File: src/rtl/spi_reg_pkg.sv
// Shared constants, reset values, FSM state type and the volume slew helper
// for the SPI register commit path.
package spi_reg_pkg;

  // Register map of spi_rx_registers
  localparam logic [7:0] ADDR_CONTROL = 8'h00;
  localparam logic [7:0] ADDR_FREQ_L  = 8'h02;
  localparam logic [7:0] ADDR_FREQ_M  = 8'h03;
  localparam logic [7:0] ADDR_FREQ_H  = 8'h04;
  localparam logic [7:0] ADDR_DUTY    = 8'h05;
  localparam logic [7:0] ADDR_VOLUME  = 8'h06;
  localparam logic [7:0] ADDR_STATUS  = 8'h12;

  // Control register bit positions
  localparam int CTRL_OSC_EN = 0;

  // Values the datapath sees out of reset
  localparam logic [7:0]  RST_CONTROL = 8'h00;
  localparam logic [23:0] RST_FREQ    = 24'h000000;
  localparam logic [7:0]  RST_DUTY    = 8'h80;
  localparam logic [7:0]  RST_VOLUME  = 8'h00;

  typedef enum logic [0:0] {
    ST_IDLE  = 1'b0,
    ST_ARMED = 1'b1
  } commit_state_e;

  // One slew step of cur toward tgt; snaps when within step. Done in 9 bits
  // so the result can never wrap past 0 or 255.
  function automatic logic [7:0] slew_toward(input logic [7:0] cur,
                                             input logic [7:0] tgt,
                                             input logic [7:0] step);
    logic [8:0] diff;
    logic [8:0] res;
    if (tgt >= cur) begin
      diff = {1'b0, tgt} - {1'b0, cur};
      if (diff <= {1'b0, step}) begin
        res = {1'b0, tgt};
      end else begin
        res = {1'b0, cur} + {1'b0, step};
      end
    end else begin
      diff = {1'b0, cur} - {1'b0, tgt};
      if (diff <= {1'b0, step}) begin
        res = {1'b0, tgt};
      end else begin
        res = {1'b0, cur} - {1'b0, step};
      end
    end
    return res[7:0];
  endfunction

endpackage

File: src/rtl/spi_reg_commit_vol_ramp.sv
// Slew-limited volume: a free-running divider paces steps of the output
// toward the most recently loaded target.
module vol_ramp
  import spi_reg_pkg::*;
#(
  parameter int RAMP_DIV = 256,
  parameter int VOL_STEP = 1
) (
  input  logic       clk,
  input  logic       rst_n,
  input  logic       target_load,
  input  logic [7:0] target,
  output logic [7:0] vol_out
);

  localparam int DIV_W = (RAMP_DIV > 1) ? $clog2(RAMP_DIV) : 1;
  localparam logic [DIV_W-1:0] DIV_LAST = DIV_W'(RAMP_DIV - 1);
  localparam logic [7:0] STEP = 8'(VOL_STEP);

  logic [DIV_W-1:0] div_q, div_d;
  logic [7:0]       target_q, target_d;
  logic [7:0]       vol_q, vol_d;
  logic             tick_s;

  // Divider tick, target capture and one slew step per tick
  always_comb begin
    tick_s   = (div_q == DIV_LAST);
    div_d    = div_q + DIV_W'(1);
    target_d = target_q;
    vol_d    = vol_q;
    if (tick_s) begin
      div_d = '0;
      vol_d = slew_toward(vol_q, target_q, STEP);
    end else begin
      vol_d = vol_q;
    end
    if (target_load) begin
      target_d = target;
    end else begin
      target_d = target_q;
    end
  end

  // Ramp state registers
  always_ff @(posedge clk or negedge rst_n) begin
    if (!rst_n) begin
      div_q    <= '0;
      target_q <= RST_VOLUME;
      vol_q    <= RST_VOLUME;
    end else begin
      div_q    <= div_d;
      target_q <= target_d;
      vol_q    <= vol_d;
    end
  end

  assign vol_out = vol_q;

endmodule

File: src/rtl/spi_reg_commit.sv
// Stages the shadow registers at the end of each SPI transaction and applies
// them to the oscillator atomically at a phase wrap, on timeout, or at once
// when the oscillator is stopped.
module spi_reg_commit
  import spi_reg_pkg::*;
#(
  parameter int WRAP_TIMEOUT = 65535,
  parameter int RAMP_DIV     = 256,
  parameter int VOL_STEP     = 1
) (
  input  logic        clk,
  input  logic        rst_n,
  input  logic        spi_cs,
  input  logic [7:0]  sh_control,
  input  logic [23:0] sh_freq,
  input  logic [7:0]  sh_duty,
  input  logic [7:0]  sh_volume,
  input  logic        phase_wrap,
  output logic [7:0]  act_control,
  output logic [23:0] act_freq,
  output logic [7:0]  act_duty,
  output logic [7:0]  act_volume,
  output logic        commit_pulse,
  output logic        pending
);

  localparam int CNT_W = (WRAP_TIMEOUT > 1) ? $clog2(WRAP_TIMEOUT) : 1;
  localparam logic [CNT_W-1:0] CNT_LAST = CNT_W'(WRAP_TIMEOUT - 1);

  logic              cs_meta_q, cs_sync_q, cs_prev_q;
  logic              cs_end_s, commit_s;
  commit_state_e     state_q, state_d;
  logic [CNT_W-1:0]  cnt_q, cnt_d;
  logic [7:0]        stg_control_q, stg_control_d;
  logic [23:0]       stg_freq_q, stg_freq_d;
  logic [7:0]        stg_duty_q, stg_duty_d;
  logic [7:0]        stg_volume_q, stg_volume_d;
  logic [7:0]        act_control_q, act_control_d;
  logic [23:0]       act_freq_q, act_freq_d;
  logic [7:0]        act_duty_q, act_duty_d;
  logic              commit_pulse_q;

  assign cs_end_s = cs_sync_q & ~cs_prev_q;

  // Chip-select synchronizer plus previous-value flop for rising-edge detect
  always_ff @(posedge clk or negedge rst_n) begin
    if (!rst_n) begin
      cs_meta_q <= 1'b1;
      cs_sync_q <= 1'b1;
      cs_prev_q <= 1'b1;
    end else begin
      cs_meta_q <= spi_cs;
      cs_sync_q <= cs_meta_q;
      cs_prev_q <= cs_sync_q;
    end
  end

  // Next state, timeout counter and commit decision
  always_comb begin
    state_d  = state_q;
    cnt_d    = cnt_q;
    commit_s = 1'b0;
    case (state_q)
      ST_IDLE: begin
        if (cs_end_s) begin
          state_d = ST_ARMED;
          cnt_d   = '0;
        end else begin
          state_d = ST_IDLE;
        end
      end
      ST_ARMED: begin
        if (phase_wrap || (cnt_q == CNT_LAST) ||
            !act_control_q[CTRL_OSC_EN] || !stg_control_q[CTRL_OSC_EN]) begin
          commit_s = 1'b1;
          if (cs_end_s) begin
            // Fresh snapshot arrives as the old one commits: re-arm from zero
            state_d = ST_ARMED;
            cnt_d   = '0;
          end else begin
            state_d = ST_IDLE;
          end
        end else begin
          // A restage while armed keeps the running count to bound latency
          cnt_d = cnt_q + CNT_W'(1);
        end
      end
      default: begin
        state_d = ST_IDLE;
        cnt_d   = '0;
      end
    endcase
  end

  // Staging capture on cs_end and atomic load of the active registers
  always_comb begin
    stg_control_d = stg_control_q;
    stg_freq_d    = stg_freq_q;
    stg_duty_d    = stg_duty_q;
    stg_volume_d  = stg_volume_q;
    act_control_d = act_control_q;
    act_freq_d    = act_freq_q;
    act_duty_d    = act_duty_q;
    if (cs_end_s) begin
      stg_control_d = sh_control;
      stg_freq_d    = sh_freq;
      stg_duty_d    = sh_duty;
      stg_volume_d  = sh_volume;
    end else begin
      stg_control_d = stg_control_q;
    end
    if (commit_s) begin
      act_control_d = stg_control_q;
      act_freq_d    = stg_freq_q;
      act_duty_d    = stg_duty_q;
    end else begin
      act_control_d = act_control_q;
    end
  end

  // FSM, staging and active register bank
  always_ff @(posedge clk or negedge rst_n) begin
    if (!rst_n) begin
      state_q        <= ST_IDLE;
      cnt_q          <= '0;
      stg_control_q  <= RST_CONTROL;
      stg_freq_q     <= RST_FREQ;
      stg_duty_q     <= RST_DUTY;
      stg_volume_q   <= RST_VOLUME;
      act_control_q  <= RST_CONTROL;
      act_freq_q     <= RST_FREQ;
      act_duty_q     <= RST_DUTY;
      commit_pulse_q <= 1'b0;
    end else begin
      state_q        <= state_d;
      cnt_q          <= cnt_d;
      stg_control_q  <= stg_control_d;
      stg_freq_q     <= stg_freq_d;
      stg_duty_q     <= stg_duty_d;
      stg_volume_q   <= stg_volume_d;
      act_control_q  <= act_control_d;
      act_freq_q     <= act_freq_d;
      act_duty_q     <= act_duty_d;
      commit_pulse_q <= commit_s;
    end
  end

  vol_ramp #(
    .RAMP_DIV (RAMP_DIV),
    .VOL_STEP (VOL_STEP)
  ) u_vol_ramp (
    .clk         (clk),
    .rst_n       (rst_n),
    .target_load (commit_s),
    .target      (stg_volume_q),
    .vol_out     (act_volume)
  );

  assign act_control  = act_control_q;
  assign act_freq     = act_freq_q;
  assign act_duty     = act_duty_q;
  assign commit_pulse = commit_pulse_q;
  assign pending      = (state_q == ST_ARMED);

endmodule

File: config.mk
export PLATFORM = sky130hd
export DESIGN_NAME = spi_reg_commit
export DESIGN_NICKNAME = d
export VERILOG_FILES = /design/src/rtl/spi_reg_pkg.sv /design/src/rtl/spi_reg_commit_vol_ramp.sv /design/src/rtl/spi_reg_commit.sv
export SDC_FILE = /design/constraint.sdc
export NUM_CORES = 1
export LEC_CHECK = 0
export CAP_MARGIN = 5
export CORE_MARGIN = 2
export CORE_UTILIZATION = 47
export CTS_BUF_LIST = sky130_fd_sc_hd__clkbuf_8 sky130_fd_sc_hd__clkbuf_16
export DETAILED_ROUTE_END_ITERATION = 6
export PLACE_DENSITY = 0.77
export SLEW_MARGIN = 40
export SYNTH_ARGS = -nofsm -noshare
export SYNTH_HDL_FRONTEND = slang
export SYNTH_HIERARCHICAL = 1
export SYNTH_SLANG_ARGS = --single-unit
File: constraint.sdc
create_clock -name clk -period 3.2 [get_ports clk]
set_input_delay 0.32 -clock clk [delete_from_list [all_inputs] [get_ports clk]]
set_output_delay 0.32 -clock clk [all_outputs]
set_load 0.05 [all_outputs]
==> reports/metrics.cfg <==
[run_status]
status=completed

[drt]
drt-initial-drc-count=347
drtAntennaViolNets=0
viasPerCell=5.57
drt_drc_violations_left=0
via_count=5459
wirelength_mm=15.8
dr.pass1.iters=5
wl_per_cell_um=16.1

[cts]
htreeDepth=4
cts_sinks=133
clockBufferDepth=2
postCtsSetupRepairBufs=0
clockRootBuffer=clkbuf_16
numCtsBuffers=17
cts_tree=done
path_clk_slew_ps=60
clock_latency_ps=420

[critical_path]
max_stage_delay_ps=450
critPathTopFamily=compound AO/OA/AOI/OAI gates
reg2regPathDepth=12
r2r_start=u_vol_ramp/vol_out[0]
path_class=reg2reg
required_ps=3540
arrival_ps=3380
r2r-end=u_vol_ramp/vol_out[6]
reg2reg_setup_slack_ps=160
crit_path_end_kind=flip-flop
worstPathBufferInverterCount=2
crit_path_max_fanout=9
start_kind=flip-flop
cpMaxStageDelayCell=dfrtp_2
path_cells=inv_1, ha_1, fa_1, nand2b_1, a211oi_1, a21bo_2, a22oi_2, a31oi_4, buf_4, and3_1, o31ai_1, o21a_1

[cells_and_area]
drive_gt1_share_pct=11.0
fill_cells=1110
area.sequential_um2=3340
fin_nets=864
finalNonFillerCells=980
diodes=0
multi_input_area_um2=3070
design_area_um2=8510
syn_to_final_growth_pct=29.4

[sta]
period_share_pct=94.9
timing.final.hold_violations=0
fin_crit_ps=3040
fin_setup_tns_ps=0
fmax_mhz=329
worst_pin_slew_ps=758
setup_violations=0
maxSlewViolCount=0
rsz0062_at_grt=false
setup_ws_ps=164
clock_skew_ps=16.1
slew_headroom_pct=49.5
hold_slack_ps=321

[placement]
place_hpwl_mm=11.2
place_ws_ps=86.8
placedCellCount=947
io_buffers=101
placed_area_um2=7890
place_congestion=0.878

[synthesis]
synth_compound_area_share_pct=12.0
ys_warn_count=6
post-synth-top-area-cell=dfrtp_1
synth_fa_ha_area_share_pct=4.79
synth_edf_count=0
synth_cell_types=65
synth_flop_cell=dfrtp_1
synthArstFlopShare_pct=100
yosysTopAreaCellShare_pct=48.7
avgSynthCellArea_um2=9.78
synth_commonest_cells=nand2_1 (180), dfrtp_1 (128), mux2_1 (39)
synth_top_family_by_area=simple AND/OR/NAND/NOR gates
synth_seq_cells=133
synth_area_um2=6580
syn-instance-count=673
synthMuxAreaShare_pct=7.28
synthXorXnorAreaFrac_pct=1.71
synth.most_common_cell=nand2_1
synth_area_leaders=dfrtp_1 (49%), nand2_1 (10%), mux2_1 (6.7%)
yosys.area_share.simple_pct=19.6
ys_seq_area_share_pct=50.7
syn_nets=749

[power]
powerDensity_nw_per_um2=645
switching_share_pct=34.8
switching_power_uw=1910
sequentialPowerShare_pct=37.7
p_comb_share_pct=29.9
pwr-share-clk_pct=32.5
internal-power_uw=3580
p_leak_uw=0.00383
ir_drop_v=0.000511

[floorplan]
rows=43
initial_core_util_pct=47.8
die_y_um=122
core_area_um2=13800
ios=102
dieArea_um2=15000
die_w_um=122

[min_path]
min_to=cs_meta_q
min_path_type=in2reg
min-delay-start=spi_cs
hold-path-cell-count=1

[run]
cap_violations=0

[grt]
grt.overflow.total=0
grt_pass1_vias=5415
antenna_found_initial=0
grt_first_pass_wirelength_mm=26.6
grt_usage_pct=22.6
grt_max_degree=60

==> layout make-up <==
class                      count  area share [%]
clock buffer                  17            5.00
clock inverter                14            1.35
inverter                      30            1.32
multi-input combinational    478            36.0
sequential                   133            39.2
tap                          180            2.65
timing repair buffer         128            14.4
==> layout by cell type (no fill, tap or decap), types with 5 or more instances in the layout <==
| cell | synthesis | final |
|---|---|---|
| nand3_1 | 20 | 20 |
| a31oi_1 | 6 | 5 |
| o21ai_0 | 26 | 26 |
| clkdlybuf4s50_1 | 0 | 100 |
| or3_1 | 7 | 7 |
| nand4_1 | 12 | 12 |
| a221o_1 | 7 | 7 |
| xor2_1 | 5 | 5 |
| clkbuf_16 | 0 | 17 |
| mux2_1 | 39 | 39 |
| dfrtp_1 | 128 | 126 |
| a21oi_1 | 20 | 20 |
| nand2_1 | 180 | 180 |
| xnor2_1 | 6 | 6 |
| ha_1 | 22 | 20 |
| inv_1 | 28 | 30 |
| nor2b_1 | 7 | 6 |
| dfstp_2 | 5 | 5 |
| buf_4 | 1 | 25 |
| nor2_1 | 23 | 22 |
| nor3_1 | 17 | 17 |
| o31ai_1 | 6 | 5 |
==> metal layers <==
layer	vias up	part of all wire, %	track usage [%]
li1	2556	-	-
met3	36	8.3	7.53
met5	-	0	0
met1	2656	43	28.9
met4	0	2.2	9.55
met2	211	46	35.1
==> power groups by stage <==
stage | sequential, uW | clock [uW] | combinational [uW]
finish | 2070 | 1780 | 1640
CTS | 2070 | 1820 | 1600
global placement | 2080 | 0 | 1580
floorplan | 2540 | 0 | 557
global route | 2100 | 1890 | 1750
detailed placement | 2090 | 0 | 1590
==> timing repair <==
item,CTS,global route
setup endpoints to repair,0,7
gates resized for setup,0,9
endpoints found under the hold margin,43,0
hold buffers,1,0
==> sequential cells by signal, summed over array words and instances, names as in the netlist <==
register,flops
act_freq,24
stg_freq_q,24
cnt_q,16
act_control,8
act_duty,8
stg_control_q,8
stg_duty_q,8
stg_volume_q,8
u_vol_ramp/div_q,8
u_vol_ramp/target_q,8
u_vol_ramp/vol_out,8
commit_pulse,1
cs_meta_q,1
cs_prev_q,1
cs_sync_q,1
pending,1
==> worst max path at each step <==
stage                                      start  slack (ps)  cells after the start                    end
final                      u_vol_ramp/vol_out[0]         160                     12  u_vol_ramp/vol_out[6]
after global routing      u_vol_ramp/target_q[0]          30                     13  u_vol_ramp/vol_out[7]
after CTS                  u_vol_ramp/vol_out[0]          70                     12  u_vol_ramp/vol_out[6]
after detailed placement   u_vol_ramp/vol_out[0]          90                     12  u_vol_ramp/vol_out[4]
after global placement     u_vol_ramp/vol_out[0]         160                     12  u_vol_ramp/vol_out[4]
after floorplan            u_vol_ramp/vol_out[2]           1                     12  u_vol_ramp/vol_out[4]
==> logic make-up after synthesis <==
group,count (synthesis)
compound gates,109
xor+xnor,12
fa+ha+maj,24
buf+inv,62
flops,133
mux,43
simple gates,290
==> stage by stage <==
| step | utilization [%] | power, uW |
|---|---|---|
| 4_1_cts | 61.3 | 5490 |
| 2_1_floorplan | - | 3090 |
| 3_5_place_dp | 57.3 | 3680 |
| 6_report | 61.8 | 5490 |
| 3_3_place_gp | 57.3 | 3650 |
| 5_1_grt | 61.8 | 5740 |
Note: power is estimated with default switching activity, not from simulation.
